$ cat src/rtl/bram_block_reader.sv
// Streams a contiguous run of blocks from a 1-cycle-latency single-port memory
// onto a valid/ready stream, using a 4-entry buffer to hide the read latency.
module bram_block_reader #(
    parameter int DATA_WIDTH = 128,
    parameter int ADDR_WIDTH = 8
) (
    input  logic                  clk,
    input  logic                  rst,
    input  logic                  start,
    input  logic [ADDR_WIDTH-1:0] base_addr,
    input  logic [ADDR_WIDTH:0]   num_blocks,
    output logic                  busy,
    output logic                  done,
    output logic                  bram_we,
    output logic [ADDR_WIDTH-1:0] bram_addr,
    input  logic [DATA_WIDTH-1:0] bram_rdata,
    output logic                  m_valid,
    input  logic                  m_ready,
    output logic [DATA_WIDTH-1:0] m_data,
    output logic                  m_last
);

    typedef enum logic [1:0] {
        S_IDLE,
        S_RUN,
        S_FINISH
    } state_t;

    state_t r_state;
    state_t w_state_next;

    logic [ADDR_WIDTH:0]   r_num;
    logic [ADDR_WIDTH:0]   r_issued;
    logic [ADDR_WIDTH:0]   r_sent;
    logic [ADDR_WIDTH-1:0] r_addr;
    logic                  r_inflight;
    logic [DATA_WIDTH-1:0] r_buf [0:3];
    logic [1:0]            r_wr_ptr;
    logic [1:0]            r_rd_ptr;
    logic [2:0]            r_count;

    logic w_accept;
    logic w_issue;
    logic w_push;
    logic w_pop;

    // Buffered plus in-flight words are capped at 4 so a returning read always has a slot.
    assign w_accept = (r_state == S_IDLE) && start && (num_blocks != '0);
    assign w_issue  = (r_state == S_RUN) && (r_issued < r_num)
                      && ((r_count + {2'b00, r_inflight}) < 3'd4);
    assign w_push   = r_inflight;
    assign w_pop    = m_valid && m_ready;

    assign bram_we   = 1'b0;
    assign bram_addr = r_addr;
    assign m_valid   = (r_count != 3'd0);
    assign m_data    = m_valid ? r_buf[r_rd_ptr] : '0;
    assign m_last    = m_valid && ((r_sent + (ADDR_WIDTH+1)'(1)) == r_num);

    always_ff @(posedge clk or posedge rst) begin
        if (rst) begin
            r_state <= S_IDLE;
        end else begin
            r_state <= w_state_next;
        end
    end

    always_comb begin
        w_state_next = r_state;
        busy         = 1'b0;
        done         = 1'b0;
        case (r_state)
            S_IDLE: begin
                if (start) begin
                    w_state_next = (num_blocks != '0) ? S_RUN : S_FINISH;
                end
            end
            S_RUN: begin
                busy = 1'b1;
                if (w_pop && m_last) begin
                    w_state_next = S_FINISH;
                end
            end
            S_FINISH: begin
                done         = 1'b1;
                w_state_next = S_IDLE;
            end
            default: begin
                w_state_next = S_IDLE;
            end
        endcase
    end

    always_ff @(posedge clk or posedge rst) begin
        if (rst) begin
            r_num      <= '0;
            r_issued   <= '0;
            r_sent     <= '0;
            r_addr     <= '0;
            r_inflight <= 1'b0;
            r_wr_ptr   <= '0;
            r_rd_ptr   <= '0;
            r_count    <= '0;
            for (int unsigned i = 0; i < 4; i++) begin
                r_buf[i] <= '0;
            end
        end else begin
            if (w_accept) begin
                r_num    <= num_blocks;
                r_addr   <= base_addr;
                r_issued <= '0;
                r_sent   <= '0;
            end else if (w_issue) begin
                r_addr   <= r_addr + ADDR_WIDTH'(1);
                r_issued <= r_issued + (ADDR_WIDTH+1)'(1);
            end

            r_inflight <= w_issue;

            if (w_push) begin
                r_buf[r_wr_ptr] <= bram_rdata;
                r_wr_ptr        <= r_wr_ptr + 2'd1;
            end

            if (w_pop) begin
                r_rd_ptr <= r_rd_ptr + 2'd1;
                r_sent   <= r_sent + (ADDR_WIDTH+1)'(1);
            end

            case ({w_push, w_pop})
                2'b10:   r_count <= r_count + 3'd1;
                2'b01:   r_count <= r_count - 3'd1;
                default: r_count <= r_count;
            endcase
        end
    end

endmodule

$ cat config.mk
export PLATFORM = sky130hd
export DESIGN_NAME = bram_block_reader
export DESIGN_NICKNAME = d
export VERILOG_FILES = /design/src/rtl/bram_block_reader.sv
export SDC_FILE = /design/constraint.sdc
export NUM_CORES = 1
export LEC_CHECK = 0
export BUFFER_PORTS_ARGS = -buffer_cell sky130_fd_sc_hd__buf_4
export CORE_MARGIN = 2
export CORE_UTILIZATION = 55
export CTS_CLUSTER_DIAMETER = 80
export DETAILED_ROUTE_END_ITERATION = 16
export GPL_TIMING_DRIVEN = 0
export PLACE_DENSITY_LB_ADDON = 0.2
export RECOVER_POWER = 25
export SYNTH_ARGS = -nofsm -noshare
export SYNTH_HDL_FRONTEND = slang
export SYNTH_SLANG_ARGS = --single-unit
$ cat constraint.sdc
create_clock -name clk -period 27.8 [get_ports clk]
set_clock_uncertainty 0.1 [all_clocks]
set_input_delay 5.56 -clock clk [delete_from_list [all_inputs] [get_ports clk]]
set_output_delay 5.56 -clock clk [all_outputs]
set_load 0.01 [all_outputs]
# --- Yosys cells after proc, flatten, opt, wreduce, memory -nomap -nowiden ---
# Cells that the tools add are included.
word_totals:
  reg_bits: 557
  latch_bits: 0
  mem_bits_rw: 0
  mem_bits_ro: 0
  inputBits: 149
  out_inout_bits: 141
  wordCells: 70
  mem_count: 0
classes:
  n_addsub: 8
  multipliers: 0
  div: 0
  order_cmp: 5
  n_eq_ne: 7
  n_shift: 0
  mux: 20
  bitwise_logic: 2
  reduce_logical: 15
op_table:
  columns: ["op", "count"]
  rows:
  - ["512-bit bitwise mux", 1]
  - ["128-bit two-way mux", 4]
  - ["128-bit binary-select mux with 2-bit select", 1]
  - ["128-bit demux with 2-bit select", 1]
  - ["9-bit two-way mux", 4]
  - ["9-bit by 1-bit adder with 9-bit output, second input constant", 2]
  - ["8-bit two-way mux", 2]
  - ["9-bit equality test", 1]
  - ["9-bit < comparator", 1]
  - ["9-bit nonzero test", 1]
  - ["8-bit by 1-bit adder with 8-bit output, second input constant", 1]
  - ["1-bit logical AND", 8]
  - ["3-bit >= comparator, second input constant", 2]
  - ["2-bit two-way mux", 3]
  - ["2-bit NOT with 3-bit output", 2]
  - ["3-bit one-hot mux with 2 select lines", 1]
  - ["2-bit nonzero test", 3]
  - ["2-bit by 1-bit adder with 2-bit output, second input constant", 2]
  - ["2-bit by 1-bit equality test with 1-bit output, second input constant", 2]
  - ["2-bit equality test, second input constant", 2]
  - ["2-bit one-hot mux with 2 select lines", 1]
  - ["3-bit by 1-bit adder with 3-bit output", 1]
  - ["3-bit by 1-bit adder with 3-bit output, second input constant", 1]
  - ["3-bit by 1-bit < comparator with 1-bit output, second input constant", 1]
  - ["8 further kinds", 9]

# --- Longest topological paths before layout ---
logic_depth:
  ltp_word: 6
  depth_mapped: 10
  depth_no_buf: 9

# --- Worst setup path before layout ---
# No wires, ideal clock.
synth_timing:
  kind: "register -> output"
  startpoint: "register r_sent[0]"
  endpoint: "output port m_last"
  arrival_time_ns: 1.722
  t_required_ns: 22.140
  path_slack_ns: 20.418
  path_stages_with_launch: 7
  path_buffers: 0
  path_cell_list: "dfrtp_1 -> ha_1 -> and3_4 -> a31oi_1 -> o2111ai_1 -> nor4_4 -> o21a_1"
synth_between:
  elab_chain_cells: 3
synth_rtl:
  columns: ["element", "line", "source"]
  rows:
  - ["start: declaration", "34", "logic [ADDR_WIDTH:0] r_sent;"]
  - ["start signal: assignment", "127", "r_sent <= r_sent + (ADDR_WIDTH+1)'(1);"]
  - ["9-bit by 1-bit adder with 9-bit output", "58", "assign m_last = m_valid && ((r_sent + (ADDR_WIDTH+1)'(1)) == r_num);"]
  - ["9-bit equality test", "58", null]
  - ["1-bit logical AND", "58", null]
  - ["end: declaration", "20", "output logic m_last"]
# Every way passes these cells.

# --- Worst setup path in the final report ---
layout_timing:
  startpoint: "register r_count[0]"
  endpoint: "output port m_data[87]"
layout_between:
  elab_chain_cells: 2
layout_rtl:
  columns: ["element", "line", "source"]
  rows:
  - ["start: declaration", "40", "logic [2:0] r_count;"]
  - ["start signal: assignment", "131", "2'b10: r_count <= r_count + 3'd1;"]
  - ["start signal: assignment", "132", "2'b01: r_count <= r_count - 3'd1;"]
  - ["start signal: assignment", "133", "default: r_count <= r_count;"]
  - ["3-bit nonzero test", "56", "assign m_valid = (r_count != 3'd0);"]
  - ["128-bit two-way mux", "57", "assign m_data = m_valid ? r_buf[r_rd_ptr] : '0;"]
  - ["end: declaration", "19", "output logic [DATA_WIDTH-1:0] m_data,"]
# Every way passes these cells.

==> impl_metrics.tcl <==
set metrics [dict create \
    cpMostUsedCell "clkbuf_1" \
    cp_slowest_cell "clkbuf_1" \
    viasPerCell 5.66 \
    cpPeakStageDelay_ps 1000 \
    min_period_over_period_pct 32.4 \
    yosysMostFrequentCell "dfrtp_1" \
    worstSetupStartpointType "flop" \
    via_count 15168 \
    timing.slew.headroom_pct -73.6 \
    fin_crit_ps 9010 \
    fin_setup_tns_ps 0 \
    cp.arrival_ps 3350 \
    setup_viol 0 \
    ctsResizeCount 0 \
    synth-seq-cells 557 \
    fill_cells 3399 \
    synth_area_leaders "dfrtp_1, mux2_2, mux4_2" \
    ff2ff_path_depth 6 \
    grt_pass1_vias 16523 \
    slew_violations 53 \
    hold_depth 1 \
    grt_pass1_wl_um 90800 \
    synth_common_cells "dfrtp_1, mux2_2, and2_1" \
    max_freq_mhz 111 \
    p_per_area_nw_per_um2 138 \
    synth_area_um2 25400 \
    dr_wl_met3_um 2970 \
    cts_root_buf "clkbuf_16" \
    place.gp.congestion 0.828 \
    die_h_um 219 \
    rsz0062_at_grt "no" \
    numPortBuffers 288 \
    numCtsBuffers 59 \
    grt_max_degree 136 \
    hp-class "flop to flop" \
    synth_warnings 0 \
    grt_overflow 0 \
    core_area_um2 45500 \
    drc_errors 0 \
    insertion_delay_ps 610 \
    outcome "finished with violations" \
    synth_edf_count 0 \
    vdd_ir_drop_max_uv 88.6 \
    synth_cell_types 51 \
    tightestPinTransition_ps 2590 \
    antenna_found_initial 8 \
    nNetsFinal 2197 \
    htreeDepth 2 \
    io_pins 290 \
    row_count 78 \
    endpoint_kind "output port" \
    hold_buffers 0 \
    worstPathRequired_ps 22140 \
    post_cts_buffers 0 \
    met1Wirelength_um 24400 \
    highest_layer "met5" \
    start_util_pct 55.9 \
    syn_nets 1844 \
    leakage_uw 0.0127 \
    antenna_left 0 \
    synthCells 1678 \
    drt_iter0_markers 924 \
    place_inst 2570 \
    met2_length_um 28900 \
    synth_top_area_share_pct 54.8 \
    worstSetupPathType "flop to output port" \
    cts_tree "built" \
    max_cap_viol_count 1 \
    grt_use_total_pct 24.5 \
    ys.flop_type "dfrtp_1" \
    crit_path_cell_trace "or3_1 -> clkbuf_1 -> clkbuf_1 -> clkbuf_1 -> and2_1 -> buf_4" \
    yosys.area.top_type "dfrtp_1" \
    async_flop_share_pct 100 \
    die_w_um 219 \
    drtPass1Iterations 5 \
    yosysSeqAreaShare_pct 54.8 \
    failed_checks "capacitance limit, slew limit" \
    routedWlPerCell_um 21.4 \
    totalWireLength_um 57400 \
    critPathMaxFanout 10 \
    dieArea_um2 48000 \
    syn_area_per_cell_um2 15.2 \
    syn_to_final_growth_pct 17.8 \
    hpwl_um 38800 \
    finalNonFillerCells 2682 \
    holdWs_ps 376 \
    path_clk_slew_ps 60 \
    drive_gt1_share_pct 48.1 \
    cts_max_path_buffers 3 \
    cts.sinks 557 \
    hold_viol_final 0 \
]
worst max-delay path: cells and delay by family, from the launching register on:
kind | cells | cell delay [ps]
and+or+nand+nor | 2 | 400
buffers and inverters | 4 | 1930
DFF | 1 | 410
area by class of cell:
type                            count  area, um2  share of cell area (%)
Antenna cell                        6       15.0                  0.0501
Buffer                            114        539                    1.80
Clock buffer                       98       1830                    6.09
Clock inverter                      8       65.1                   0.217
Inverter                           17       65.1                   0.217
Multi-Input combinational cell    990      10900                    36.4
Sequential cell                   557      13900                    46.5
Tap cell                          600        751                    2.51
Timing Repair Buffer              292       1860                    6.22
sequential cells by signal, summed over array words and instances (netlist names):
signal,count
bram_addr,8
r_buf,512
r_count,3
r_inflight,1
r_issued,9
r_num,9
r_rd_ptr,2
r_sent,9
r_state,2
r_wr_ptr,2
cell families (layout without fill, tap and decap cells):
| logic type | count (synthesis) | count (layout) | synth area share (%) |
|---|---|---|---|
| fa+ha+maj | 17 | 17 | 0.866 |
| xor+xnor | 30 | 30 | 1.03 |
| compound gates | 58 | 58 | 1.30 |
| simple gates | 243 | 243 | 5.57 |
| other cells | 1 | 7 | 0.0147 |
| mux | 641 | 641 | 34.0 |
| buf+inv | 131 | 529 | 2.37 |
| flops | 557 | 557 | 54.8 |
path summary, 6_finish.rpt:
path	start	end	slack (ps)
max	r_count[0]$_DFFE_PP0P_	m_data[87]	18790
min	r_state[1]$_DFFE_PP0P_	r_state[1]$_DFFE_PP0P_	380
max reg2reg	r_wr_ptr[0]$_DFFE_PP0P_	r_buf[235]$_DFFE_PP0P_	25250
min reg2reg	r_state[1]$_DFFE_PP0P_	r_state[1]$_DFFE_PP0P_	380
max in group asynchronous	rst	r_buf[437]$_DFFE_PP0P_	19890
min in group asynchronous	rst	r_buf[95]$_DFFE_PP0P_	5590
metrics by stage:
stage / area, um2 / utilization, % / worst slack, ps / power, uW
after CTS: 30400 / 66.7 / 18690 / 4200
after detailed placement: 28500 / 62.6 / 19380 / 3420
after global placement: 28300 / 62.3 / 1470 / 3340
after global routing: 29900 / 65.8 / 18630 / 4400
after floorplan: 25400 / - / 6560 / 2710
final: 30000 / 65.9 / 18790 / 4150
where the power goes:
part / internal, uW / total (uW) / switching (uW)
Sequential: 1230 / 1440 / 207
Combinational: 1120 / 1950 / 824
Clock: 452 / 764 / 312
cells in the final DEF (no fill, tap or decap), drive strengths merged, types with 3 or more instances in the layout:
cell    count
a21oi       9
a31oi       3
and2      131
and3       12
buf       263
clkbuf    241
clkinv      7
dfrtp     557
diode       6
ha         16
inv        16
mux2      512
mux4      128
nand2      40
nand3      17
nand4       6
nor2       19
nor4        3
o21ai      34
o31ai       3
or3         4
xnor2      10
xor2       20
per-layer routing:
| metal | up-vias | track usage [%] |
|---|---|---|
| met5 | - | 0 |
| met3 | 76 | 5.10 |
| met2 | 273 | 40.9 |
| met1 | 8004 | 32.6 |
| met4 | 6 | 7.14 |
| li1 | 6809 | - |
No activity file was read; power rests on OpenSTA's default activity.
